**config.mk**
```make
export PLATFORM = sky130hd
export DESIGN_NAME = cbit_sweeper
export DESIGN_NICKNAME = d
export VERILOG_FILES = /design/src/rtl/cbit_sweeper.sv
export SDC_FILE = /design/constraint.sdc
export NUM_CORES = 1
export LEC_CHECK = 0
export ABC_AREA = 1
export CORE_MARGIN = 10
export CORE_UTILIZATION = 49
export CTS_CLUSTER_SIZE = 10
export DETAILED_ROUTE_END_ITERATION = 16
export GPL_TIMING_DRIVEN = 0
export PLACE_DENSITY = 0.66
export SETUP_SLACK_MARGIN = 0.4
export SKIP_CTS_REPAIR_TIMING = 1
export SYNTH_ARGS = -nofsm -noshare
export SYNTH_HDL_FRONTEND = slang
export SYNTH_SLANG_ARGS = --single-unit
```
**constraint.sdc**
```tcl
create_clock -name clk -period 2.4 [get_ports clk]
set_input_delay 0.48 -clock clk [delete_from_list [all_inputs] [get_ports clk]]
set_output_delay 0.48 -clock clk [all_outputs]
set_load 0.005 [all_outputs]
```
**src/rtl/cbit_sweeper.sv**
```systemverilog
// Background read-and-clear scanner for the access-bit BRAM port 1.
// Entries whose cbit was still 0 are streamed out, in ascending order, as cold candidates.
module cbit_sweeper #(
    parameter int L2_DEPTH       = 8,
    parameter int SWEEP_INTERVAL = 1024,
    parameter int L2_FIFO        = 4
) (
    input  logic                clk,
    input  logic                resetn,
    input  logic                enable,
    output logic [L2_DEPTH-1:0] addr1,
    output logic                en1,
    output logic                we1,
    output logic                din1,
    output logic                rst1,
    output logic                regce1,
    input  logic                dout1,
    output logic                evict_valid,
    output logic [L2_DEPTH-1:0] evict_addr,
    input  logic                evict_ready,
    output logic                sweep_done,
    output logic [L2_DEPTH-1:0] sweep_cold_cnt,
    output logic [1:0]          dbg_state
);

    localparam int DEPTH      = 1 << L2_DEPTH;
    localparam int FIFO_DEPTH = 1 << L2_FIFO;
    localparam int CW         = $clog2(SWEEP_INTERVAL + 1);
    localparam int OW         = L2_FIFO + 2;
    localparam logic [L2_DEPTH-1:0] PARK = L2_DEPTH'(DEPTH - 1);
    localparam logic [L2_DEPTH-1:0] LAST = L2_DEPTH'(DEPTH - 2);

    typedef enum logic [1:0] {S_IDLE, S_WAIT, S_SCAN, S_DRAIN} state_t;

    state_t                state_q, state_d;
    logic [CW-1:0]         wait_cnt_q, wait_cnt_d;
    logic [L2_DEPTH-1:0]   scan_ptr_q, scan_ptr_d;
    logic [L2_DEPTH-1:0]   addr1_q, addr1_d;
    logic                  en1_q, en1_d;
    logic                  s1_v_q, s1_v_d, s2_v_q, s2_v_d;
    logic [L2_DEPTH-1:0]   s1_a_q, s1_a_d, s2_a_q, s2_a_d;
    logic [L2_DEPTH-1:0]   cold_q, cold_d;
    logic [L2_DEPTH-1:0]   cold_out_q, cold_out_d;
    logic                  done_q, done_d;
    logic [L2_DEPTH-1:0]   mem_q [FIFO_DEPTH];
    logic [L2_DEPTH-1:0]   mem_d [FIFO_DEPTH];
    logic [L2_FIFO-1:0]    wr_ptr_q, wr_ptr_d, rd_ptr_q, rd_ptr_d;
    logic [L2_FIFO:0]      count_q, count_d;

    logic                  push, pop, can_issue, last_capture;
    logic [OW-1:0]         occ;

    // Stream handshake: a candidate transfers on every clock edge where evict_valid and
    // evict_ready are both 1; while valid is high and ready low, evict_addr holds its value.
    assign push         = s2_v_q && !dout1;
    assign evict_valid  = (count_q != '0);
    assign pop          = evict_valid && evict_ready;
    // Every issued address that has not yet landed still owns a FIFO slot.
    assign occ          = OW'(count_q) + OW'(en1_q) + OW'(s1_v_q) + OW'(s2_v_q);
    assign can_issue    = occ < OW'(FIFO_DEPTH);
    assign last_capture = s2_v_q && !s1_v_q && !en1_q;

    always_comb begin
        state_d    = state_q;
        wait_cnt_d = wait_cnt_q;
        scan_ptr_d = scan_ptr_q;
        addr1_d    = PARK;
        en1_d      = 1'b0;
        s1_v_d     = en1_q;
        s1_a_d     = addr1_q;
        s2_v_d     = s1_v_q;
        s2_a_d     = s1_a_q;
        cold_d     = push ? cold_q + L2_DEPTH'(1) : cold_q;
        cold_out_d = cold_out_q;
        done_d     = 1'b0;
        mem_d      = mem_q;
        wr_ptr_d   = wr_ptr_q + L2_FIFO'(push);
        rd_ptr_d   = rd_ptr_q + L2_FIFO'(pop);
        count_d    = count_q + (L2_FIFO+1)'(push) - (L2_FIFO+1)'(pop);
        if (push) mem_d[wr_ptr_q] = s2_a_q;

        case (state_q)
            S_IDLE: begin
                if (enable) begin
                    state_d    = S_WAIT;
                    wait_cnt_d = '0;
                end
            end
            S_WAIT: begin
                if (!enable) begin
                    state_d = S_IDLE;
                end else if (wait_cnt_q == CW'(SWEEP_INTERVAL - 1)) begin
                    state_d    = S_SCAN;
                    scan_ptr_d = '0;
                    cold_d     = '0;
                end else begin
                    wait_cnt_d = wait_cnt_q + CW'(1);
                end
            end
            S_SCAN: begin
                if (can_issue) begin
                    addr1_d    = scan_ptr_q;
                    en1_d      = 1'b1;
                    scan_ptr_d = scan_ptr_q + L2_DEPTH'(1);
                    if (scan_ptr_q == LAST) state_d = S_DRAIN;
                end
            end
            S_DRAIN: begin
                if (last_capture) begin
                    done_d     = 1'b1;
                    cold_out_d = cold_d;
                    wait_cnt_d = '0;
                    state_d    = enable ? S_WAIT : S_IDLE;
                end
            end
            default: state_d = S_IDLE;
        endcase
    end

    always_ff @(posedge clk or negedge resetn) begin
        if (!resetn) begin
            state_q    <= S_IDLE;
            wait_cnt_q <= '0;
            scan_ptr_q <= '0;
            addr1_q    <= PARK;
            en1_q      <= 1'b0;
            s1_v_q     <= 1'b0;
            s1_a_q     <= '0;
            s2_v_q     <= 1'b0;
            s2_a_q     <= '0;
            cold_q     <= '0;
            cold_out_q <= '0;
            done_q     <= 1'b0;
            wr_ptr_q   <= '0;
            rd_ptr_q   <= '0;
            count_q    <= '0;
            for (int i = 0; i < FIFO_DEPTH; i++) mem_q[i] <= '0;
        end else begin
            state_q    <= state_d;
            wait_cnt_q <= wait_cnt_d;
            scan_ptr_q <= scan_ptr_d;
            addr1_q    <= addr1_d;
            en1_q      <= en1_d;
            s1_v_q     <= s1_v_d;
            s1_a_q     <= s1_a_d;
            s2_v_q     <= s2_v_d;
            s2_a_q     <= s2_a_d;
            cold_q     <= cold_d;
            cold_out_q <= cold_out_d;
            done_q     <= done_d;
            wr_ptr_q   <= wr_ptr_d;
            rd_ptr_q   <= rd_ptr_d;
            count_q    <= count_d;
            mem_q      <= mem_d;
        end
    end

    // The issue throttle must make this unreachable.
    always_ff @(posedge clk) begin
        if (resetn) assert (!(push && count_q == (L2_FIFO+1)'(FIFO_DEPTH)));
    end

    assign addr1          = addr1_q;
    assign en1            = en1_q;
    assign we1            = 1'b0;
    assign din1           = 1'b0;
    assign rst1           = 1'b0;
    assign regce1         = 1'b1;
    assign evict_addr     = mem_q[rd_ptr_q];
    assign sweep_done     = done_q;
    assign sweep_cold_cnt = cold_out_q;
    assign dbg_state      = state_q;

endmodule

```
==> Flow_metrics.wiki, run 1 <==
{| class="wikitable"
! Metric !! Value
|-
| Antenna Diode Count || 0
|-
| Detailed router's first-iteration violation count || roughly 500
|-
| Internal Pwr Total || about 8.3 mW
|-
| R2r setup slk || 0.23 ns
|-
| Fillcell total || 1,629
|-
| Worst Reg2Reg Path Length in Cells || 12
|-
| Clock sink count || between 200 and 250
|-
| Area leader, netlist || sky130_fd_sc_hd__dfrtp_1
|-
| Share of cells above drive strength 1 || 0.1839
|-
| Crit Path Category || reg -> out
|-
| HPWL after detailed placement || 17,000 µm
|-
| Crit path launch type || register
|-
| Element type at the critical path end || primary output
|-
| Basic-gate share of the synthesized area counting and, or, nand and nor cells || 0.1867
|-
| Clock skew || between 0.02 and 0.025 ns
|-
| Clock network power share || 0.266
|-
| # nets final || 1,156
|-
| Final Hold Fails || 0
|-
| Total GRT Usage || 0.1946
|-
| Number of I/O pins || 38
|-
| Startpoint of the most critical register-to-register path || count_q[3]
|-
| Dominant cell by count in the synthesized netlist || sky130_fd_sc_hd__nand2_1
|-
| Share of the synthesized netlist area taken by xor and xnor gates || 0.02317
|-
| Antenna-violating nets left || 0
|-
| Routability cong. || 0.9317
|-
| Result of the run || finished with violations
|-
| Register bit total from synthesis || just over 200
|-
| Pwr per Cell Area || roughly 1100 nW/µm²
|-
| Total wire length || 25,650 µm
|-
| Initial antenna violation count || 0
|-
| TritonCTS Buffers || 25
|-
| CTS H-tree lvls || 1
|-
| RSZ-0062 raised after global routing || yes
|-
| Row cnt || 50
|-
| Number of pins with negative max-slew slack in the final report || 0
|-
| Via count of the first global-routing pass || 7,255
|-
| Tightest Hold Check Type || in -> async
|-
| Main combinational cell family by area after synthesis || simple AND/OR/NAND/NOR gates
|-
| Measured slew at the worst slew-check pin || 0.8706 ns
|-
| Reported net switching power || 4.994 mW
|-
| Global-route wire length before repair || 40,320 µm
|-
| Post-synthesis sequential area ratio || 0.5465
|-
| Skew-Pair Late Insertion Delay || about 0.54 ns
|-
| Area of the die || 25,240 µm²
|-
| Number of distinct library cell variants in the gate-level netlist after synthesis || 43
|-
| Gate Count Post-Synth || ~1,000
|-
| Pin count of the biggest net entering global routing || 114
|-
| Detailed Routing Iterations Pass 1 || 5
|-
| Core Footprint || 18,830 µm²
|-
| Port Buffers || 33
|-
| DR vias/cell || 5.461
|-
| Crit path time final || approximately 2.7 ns
|-
| Max capacitance violation total || 0
|-
| Setup slack of the critical path after layout || -0.2716 ns
|-
| Period utilization || 1.113
|-
| Arrival time at the worst endpoint || 2.19 ns
|-
| Worst r2r dst || count_q[4]
|-
| Die Y-Extent || 158.9 µm
|-
| Die Span X || 158.9 µm
|-
| Root Driver || sky130_fd_sc_hd__clkbuf_16
|-
| Violated checks || setup timing
|-
| EDFF count, synth || 0
|-
| Combinational Power Share || 0.401
|-
| Post-synthesis adder-cell area fraction || 0.03336
|-
| TritonCTS clock tree || built
|-
| Initial core utilization || 0.5019
|-
| Relative max-transition margin || 0.4196
|-
| Synth Area per Inst || approximately 9.1 µm²
|-
| Average wire length per cell after detail routing || 18.30 µm
|-
| Area share of the leading cell type in the synthesized netlist || 0.5242
|-
| Fraction of synthesized area in multiplexers || 0.001059
|-
| Max clock buf depth || 3
|-
| Worst hold margin || 0.03672 ns
|-
| Switching part of the total power || 0.3771
|-
| Part of the power in registers || 0.333
|-
| Worst voltage drop across the vdd grid || 940.4 µV
|-
| Post-synthesis instance area || 9452 µm²
|-
| Synthesized-area fraction occupied by ao, oa, aoi and oai cells || 0.1530
|-
| Post-synthesis to final-layout area growth || 22.13%
|-
| Final setup violation count || 8
|-
| Async S/R FF share, synth || 1.000
|-
| Highest achievable clock rate || around 370 MHz
|-
| Synth top cells by count || 241 x sky130_fd_sc_hd__nand2_1, 198 x sky130_fd_sc_hd__dfrtp_1, 132 x sky130_fd_sc_hd__o21ai_1, 97 x sky130_fd_sc_hd__nor2_1, 75 x sky130_fd_sc_hd__o21ai_0
|-
| Number of remaining DRC errors || 0
|-
| Leftover overflow at the end of global routing || 0
|-
| Required time worst endpoint || between 1.5 and 2 ns
|-
| Top post-synthesis cells by area || sky130_fd_sc_hd__dfrtp_1 52%, sky130_fd_sc_hd__nand2_1 9.6%, sky130_fd_sc_hd__o21ai_1 7.0%, sky130_fd_sc_hd__o21ai_0 4.0%, sky130_fd_sc_hd__nor2_1 3.9%
|-
| Highest fanout seen on the critical path || 10
|-
| Yosys Warn Count || 0
|-
| Vias post-DR || 7,656
|-
| Clock-pin slew reported for the worst setup and hold paths after clock tree synthesis || roughly 0.06 ns
|-
| Dominant synthesized flop cell || sky130_fd_sc_hd__dfrtp_1
|-
| LEAKAGE || 5.451 nW
|-
| Total power of the final layout || 13.24 mW
|}
[cells by family (layout without fill, tap and decap cells)]
family,after synthesis,count (layout)
DFF,206,206
AOI/OAI and AO/OA,260,260
buffers and inverters,120,217
xor gates and xnor gates,25,25
and+or+nand+nor,405,405
other,2,4
muxes,1,1
adders and majority gates,24,24
[layout make-up]
class / instances / area [µm²] / share of cell area
multi-input combinational: 719 / 4031 / 0.3492
timing repair buffer: 55 / 575.6 / 0.04986
clock buffer: 40 / 701.9 / 0.06081
clock inverter: 2 / 50.05 / 0.004336
inverter: 59 / 241.5 / 0.02092
tap: 260 / 325.3 / 0.02818
sequential: 206 / 5167 / 0.4476
buffer: 61 / 450.4 / 0.03902
[sequential cells by signal, indices dropped and copies added, names as in the netlist, 5 cells and up, named ones only]
| name | cells |
|---|---|
| cold_q | 8 |
| count_q | 5 |
| addr1 | 8 |
| sweep_cold_cnt | 8 |
| scan_ptr_q | 8 |
| s2_a_q | 8 |
| wait_cnt_q | 11 |
| s1_a_q | 8 |
| mem_q | 128 |
[critical path, stage by stage, from the launching register on]
cell and delay, ns:
sky130_fd_sc_hd__dfrtp_1 0.43, sky130_fd_sc_hd__buf_6 0.17, sky130_fd_sc_hd__inv_8 0.06, sky130_fd_sc_hd__buf_12 0.15
sky130_fd_sc_hd__o21ai_0 0.23, sky130_fd_sc_hd__o22ai_2 0.15, sky130_fd_sc_hd__o211ai_1 0.22, sky130_fd_sc_hd__nand2_1 0.08
sky130_fd_sc_hd__dlymetal6s2s_1 0.16
[worst max-delay path by stage]
stage | cells after the start | endpoint | startpoint | slack (ns)
floorplan | 12 | count_q[4] | count_q[2] | 0.22
detailed placement | 8 | evict_addr[6] | rd_ptr_q[0] | -0.63
global route | 8 | evict_addr[4] | rd_ptr_q[0] | -0.33
finish | 8 | evict_addr[4] | rd_ptr_q[0] | -0.27
CTS | 8 | evict_addr[6] | rd_ptr_q[0] | -1.18
global placement | 1 | sweep_cold_cnt[5] | resetn | -7.84
[layout by cell type (no fill, tap or decap), types with 15 or more instances in the layout]
master,n
sky130_fd_sc_hd__nand2_1,229
sky130_fd_sc_hd__dfrtp_1,196
sky130_fd_sc_hd__o21ai_1,144
sky130_fd_sc_hd__nor2_1,91
sky130_fd_sc_hd__o21ai_0,62
sky130_fd_sc_hd__inv_1,39
sky130_fd_sc_hd__buf_4,27
sky130_fd_sc_hd__clkbuf_1,27
sky130_fd_sc_hd__clkbuf_16,26
sky130_fd_sc_hd__o211ai_1,20
sky130_fd_sc_hd__xor2_1,19
sky130_fd_sc_hd__nand3_1,18
sky130_fd_sc_hd__ha_1,18
sky130_fd_sc_hd__dlymetal6s2s_1,17
sky130_fd_sc_hd__inv_2,15
[power groups by stage]
stage          clock (mW)  sequential, mW  combinational (mW)
2_1_floorplan           0            4.36                2.60
3_3_place_gp            0            4.44                4.29
3_5_place_dp            0            4.44                4.38
4_1_cts              3.56            4.40                4.40
5_1_grt              3.71            4.47                5.82
6_report             3.52            4.41                5.32
[per-layer routing]
metal,GRT usage,share of wire,vias up
met5,0,0,-
met4,0.06866,0.037,0
met3,0.03666,0.077,76
met2,0.3046,0.46,313
met1,0.2650,0.43,3643
li1,-,-,3624
[through the flow]
stage          utilization  setup TNS (ns)  cell area (µm²)  setup WS (ns)  instances
2_1_floorplan            -               0             9462         0.2232       1045
3_3_place_gp        0.5373        -1594.44            10120         -7.844       1338
3_5_place_dp        0.5390          -4.621            10150        -0.6293       1339
4_1_cts             0.5789          -8.777            10900         -1.183       1381
5_1_grt             0.6130          -1.996            11540        -0.3341       1402
6_report            0.6130          -1.532            11540        -0.2716       1402
Power figures use the tool's default switching activity.
==> run 2: changes to the inputs <==
- ABC_AREA: 1 -> default
- CELL_PAD_IN_SITES_DETAIL_PLACEMENT: default -> 1
- CELL_PAD_IN_SITES_GLOBAL_PLACEMENT: default -> 1
- PLACE_DENSITY: 0.66 -> default
- PLACE_DENSITY_LB_ADDON: default -> 0.3
==> run 2 against run 1 <==
The flow still finishes with violations (setup timing). Synthesized area decreased by 1.7%. Setup slack got worse by 0.26 ns. Critical endpoint is now evict_addr[1]. Flip-flop and latch count unchanged. Clock power decreased by 8.8%. Design area increased by 1.3%. Via count decreased by 21%. First-iteration DRC count decreased by 31%. Non-clock buffer count increased by 8. Combinational power decreased by 48%. Die area decreased by 1.4%.
==> Flow_metrics.wiki, run 2 <==
{| class="wikitable"
! Metric !! Value
|-
| Gate Count Post-Synth || 660 (was 1,043)
|-
| Share of cells above drive strength 1 || 0.4805 (was 0.1839)
|-
| Area leader, netlist || sky130_fd_sc_hd__dfrtp_1 (unchanged)
|-
| Top post-synthesis cells by area || sky130_fd_sc_hd__dfrtp_1 53%, sky130_fd_sc_hd__mux2_2 16%, sky130_fd_sc_hd__mux4_2 9.7%, sky130_fd_sc_hd__ha_1 3.0%, sky130_fd_sc_hd__dfstp_2 2.3% (was sky130_fd_sc_hd__dfrtp_1 52%, sky130_fd_sc_hd__nand2_1 9.6%, sky130_fd_sc_hd__o21ai_1 7.0%, sky130_fd_sc_hd__o21ai_0 4.0%, sky130_fd_sc_hd__nor2_1 3.9%)
|-
| Worst hold margin || 0.02188 ns (was 0.03672 ns)
|-
| RSZ-0062 raised after global routing || yes (unchanged)
|-
| Result of the run || finished with violations (unchanged)
|-
| CP bufs+invs || 4 (unchanged)
|-
| Dominant cell by count in the synthesized netlist || sky130_fd_sc_hd__dfrtp_1 (was sky130_fd_sc_hd__nand2_1)
|-
| Via count of the first global-routing pass || 6,314 (was 7,255)
|-
| Series of cell instances along the critical path || buf_8, buf_12, buf_4, mux4_2, mux4_2, clkbuf_2 (was buf_6, inv_8, buf_12, o21ai_0, o22ai_2, o211ai_1, nand2_1, dlymetal6s2s_1)
|-
| Average wire length per cell after detail routing || 24.11 µm (was 18.30 µm)
|-
| # nets final || 812 (was 1,156)
|-
| Worst setup startpoint || rd_ptr_q[0] (unchanged)
|-
| Worst setup path endpoint || evict_addr[1] (was evict_addr[4])
|-
| Die Span X || 157.7 µm (was 158.9 µm)
|-
| Clock sink count || 206 (unchanged)
|-
| Element type at the critical path end || primary output (unchanged)
|-
| Highest achievable clock rate || 341.1 MHz (was 374.3 MHz)
|-
| Initial antenna violation count || 0 (unchanged)
|-
| Clock-pin slew reported for the worst setup and hold paths after clock tree synthesis || 0.06 ns (about the same)
|-
| Period utilization || 1.222 (was 1.113)
|-
| Synthesized-area fraction occupied by ao, oa, aoi and oai cells || 0.03850 (was 0.1530)
|-
| Arrival time at the worst endpoint || 2.45 ns (was 2.19 ns)
|-
| Relative max-transition margin || 0.4858 (was 0.4196)
|-
| Main combinational cell family by area after synthesis || multiplexers (was simple AND/OR/NAND/NOR gates)
|-
| Skew-Pair Late Insertion Delay || 0.50 ns (was 0.54 ns)
|-
| Fraction of synthesized area in multiplexers || 0.2576 (was 0.001059)
|-
| Crit Path Category || reg -> out (unchanged)
|-
| Crit path time final || 2.932 ns (was 2.672 ns)
|-
| Max clock buf depth || 3 (unchanged)
|-
| Global-route wire length before repair || 34,640 µm (was 40,320 µm)
|-
| Async S/R FF share, synth || 1.000 (unchanged)
|-
| Startpoint of the most critical register-to-register path || count_q[0] (was count_q[3])
|-
| Max reg flops || 128 (unchanged)
|-
| LEAKAGE || 5.469 nW (was 5.451 nW)
|-
| Commonest cells after routing, fill and taps aside || 194 x sky130_fd_sc_hd__dfrtp_1, 129 x sky130_fd_sc_hd__mux2_2, 57 x sky130_fd_sc_hd__buf_4, 40 x sky130_fd_sc_hd__mux4_2, 31 x sky130_fd_sc_hd__nor2_1 (was 229 x sky130_fd_sc_hd__nand2_1, 196 x sky130_fd_sc_hd__dfrtp_1, 144 x sky130_fd_sc_hd__o21ai_1, 91 x sky130_fd_sc_hd__nor2_1, 62 x sky130_fd_sc_hd__o21ai_0)
|-
| Final Hold Fails || 0 (unchanged)
|-
| Number of remaining DRC errors || 0 (unchanged)
|-
| HPWL after detailed placement || 14,890 µm (was 17,000 µm)
|-
| Antenna Diode Count || 0 (unchanged)
|-
| Area of the die || 24,880 µm² (was 25,240 µm²)
|-
| Initial core utilization || 0.4969 (was 0.5019)
|-
| R2r setup slk || -0.14 ns (was 0.23 ns)
|-
| Worst Reg2Reg Path Length in Cells || 9 (was 12)
|-
| Share of the synthesized netlist area taken by xor and xnor gates || 0.01790 (was 0.02317)
|-
| Pin count of the biggest net entering global routing || 109 (was 114)
|-
| Max capacitance violation total || 0 (unchanged)
|-
| TritonCTS Buffers || 24 (was 25)
|-
| TritonCTS clock tree || built (unchanged)
|-
| Post-synthesis adder-cell area fraction || 0.03392 (was 0.03336)
|-
| Top Registers || mem_q x128, wait_cnt_q x11 (unchanged)
|-
| Final setup TNS || -4.224 ns (was -1.532 ns)
|-
| Detailed router's first-iteration violation count || 344 (was 496)
|-
| Setup slack of the critical path after layout || -0.5321 ns (was -0.2716 ns)
|-
| Routability cong. || 0.8297 (was 0.9317)
|-
| Die Y-Extent || 157.7 µm (was 158.9 µm)
|-
| Register name with the most flops || mem_q (unchanged)
|-
| Core Footprint || 18,710 µm² (was 18,830 µm²)
|-
| Post-synthesis instance area || 9295 µm² (was 9452 µm²)
|-
| Area share of the leading cell type in the synthesized netlist || 0.5330 (was 0.5242)
|-
| Clock skew || 0.009505 ns (was 0.02029 ns)
|-
| CP max-delay cell || sky130_fd_sc_hd__mux4_2 (was sky130_fd_sc_hd__dfrtp_1)
|-
| Total wire length || 24,770 µm (was 25,650 µm)
|-
| Post-synthesis sequential area ratio || 0.5557 (was 0.5465)
|-
| Worst r2r dst || scan_ptr_q[7] (was count_q[4])
|-
| Highest fanout seen on the critical path || 10 (unchanged)
|-
| Port Buffers || 33 (unchanged)
|-
| CTS H-tree lvls || 1 (unchanged)
|-
| Number of pins with negative max-slew slack in the final report || 0 (unchanged)
|-
| Measured slew at the worst slew-check pin || 0.7713 ns (was 0.8706 ns)
|-
| Final setup violation count || 10 (was 8)
|-
| Detailed Routing Iterations Pass 1 || 4 (was 5)
|-
| Most common cell after layout, fill and taps aside || sky130_fd_sc_hd__dfrtp_1 (was sky130_fd_sc_hd__nand2_1)
|-
| Total GRT Usage || 0.1761 (was 0.1946)
|-
| Number of distinct library cell variants in the gate-level netlist after synthesis || 54 (was 43)
|-
| Violated checks || setup timing (unchanged)
|-
| Worst voltage drop across the vdd grid || 664.0 µV (was 940.4 µV)
|-
| Leftover overflow at the end of global routing || 0 (unchanged)
|-
| Pwr per Cell Area || 832.9 nW/µm² (was 1147 nW/µm²)
|-
| Count of cell instances traversed by the critical path || 6 (was 8)
|-
| Maximum cell stage delay along the critical path || 0.53 ns (was 0.43 ns)
|-
| Required time worst endpoint || 1.92 ns (about the same)
|-
| Row cnt || 50 (unchanged)
|-
| Dominant synthesized flop cell || sky130_fd_sc_hd__dfrtp_1 (unchanged)
|-
| Number of I/O pins || 38 (unchanged)
|-
| Tightest Hold Check Type || in -> async (unchanged)
|-
| Crit path launch type || register (unchanged)
|-
| Post-synthesis to final-layout area growth || 25.83% (was 22.13%)
|-
| Vias post-DR || 6,011 (was 7,656)
|-
| Basic-gate share of the synthesized area counting and, or, nand and nor cells || 0.07161 (was 0.1867)
|-
| DR vias/cell || 5.853 (was 5.461)
|-
| Antenna-violating nets left || 0 (unchanged)
|-
| Kind of cell with the highest combined delay on the critical path || multiplexers (was compound AO/OA/AOI/OAI gates)
|-
| Register bit total from synthesis || 206 (unchanged)
|-
| EDFF count, synth || 0 (unchanged)
|-
| Synth top cells by count || 198 x sky130_fd_sc_hd__dfrtp_1, 130 x sky130_fd_sc_hd__mux2_2, 40 x sky130_fd_sc_hd__mux4_2, 37 x sky130_fd_sc_hd__nor2_1, 32 x sky130_fd_sc_hd__nand2_1 (was 241 x sky130_fd_sc_hd__nand2_1, 198 x sky130_fd_sc_hd__dfrtp_1, 132 x sky130_fd_sc_hd__o21ai_1, 97 x sky130_fd_sc_hd__nor2_1, 75 x sky130_fd_sc_hd__o21ai_0)
|-
| Synth Area per Inst || 14.08 µm² (was 9.062 µm²)
|-
| Yosys Warn Count || 0 (unchanged)
|-
| Most used cell along the critical path || sky130_fd_sc_hd__mux4_2
|-
| Root Driver || sky130_fd_sc_hd__clkbuf_16 (unchanged)
|}
## run 2: cells by family after synthesis
family          Yosys count
xor+xnor                 19
fa+ha+maj                24
simple gates            130
buf+inv                  54
mux                     173
flops                   206
compound gates           52
other cells               2
## run 2: layer usage
layer | wire [µm] | share of wire | global-route usage | vias up
met5 | 0 | 0 | 0 | -
li1 | - | - | - | 2628
met1 | 10020 | 0.40 | 0.2180 | 3216
met3 | 948 | 0.038 | 0.02795 | 40
met4 | 404 | 0.016 | 0.03740 | 0
met2 | 13390 | 0.54 | 0.3170 | 127
## run 2: layout make-up
cell class                      instances  area (µm²)
Clock buffer                           36       666.9
Buffer                                 29       216.5
Multi-Input combinational cell        402        4364
Inverter                               25       102.6
Tap cell                              234       292.8
Timing Repair Buffer                   95       883.3
Fill cell                            1722        7009
Sequential cell                       206        5170
## run 2: worst min-delay path by stage
stage	cells past startpoint	from	endpoint
after floorplan	0	resetn	async pin
after global placement	0	s1_a_q[3]	s2_a_q[3]
after detailed placement	0	s1_a_q[0]	s2_a_q[0]
after CTS	1	resetn	mem_q[120]
after global routing	1	resetn	mem_q[120]
final	1	resetn	mem_q[120]
## run 2: where the power goes
group | switching [mW] | leakage [nW] | internal (mW)
Sequential | 0.151 | 2.69 | 3.60
Combinational | 1.39 | 2.46 | 1.39
Clock | 1.33 | 0.321 | 1.88
Total | 2.87 | 5.47 | 6.87
## run 2: stage by stage
stage          power (mW)  utilization  cells  cell area [µm²]  setup slack, ns
6_report            9.741       0.6253   1027            11700          -0.5321
5_1_grt             10.17       0.6253   1027            11700          -0.6100
4_1_cts             8.779       0.5724    966            10710           -1.053
3_5_place_dp        5.556       0.5368    930            10040          -0.6701
3_3_place_gp        5.447       0.5351    929            10010           -7.244
2_1_floorplan       5.039            -    662             9385           0.1164
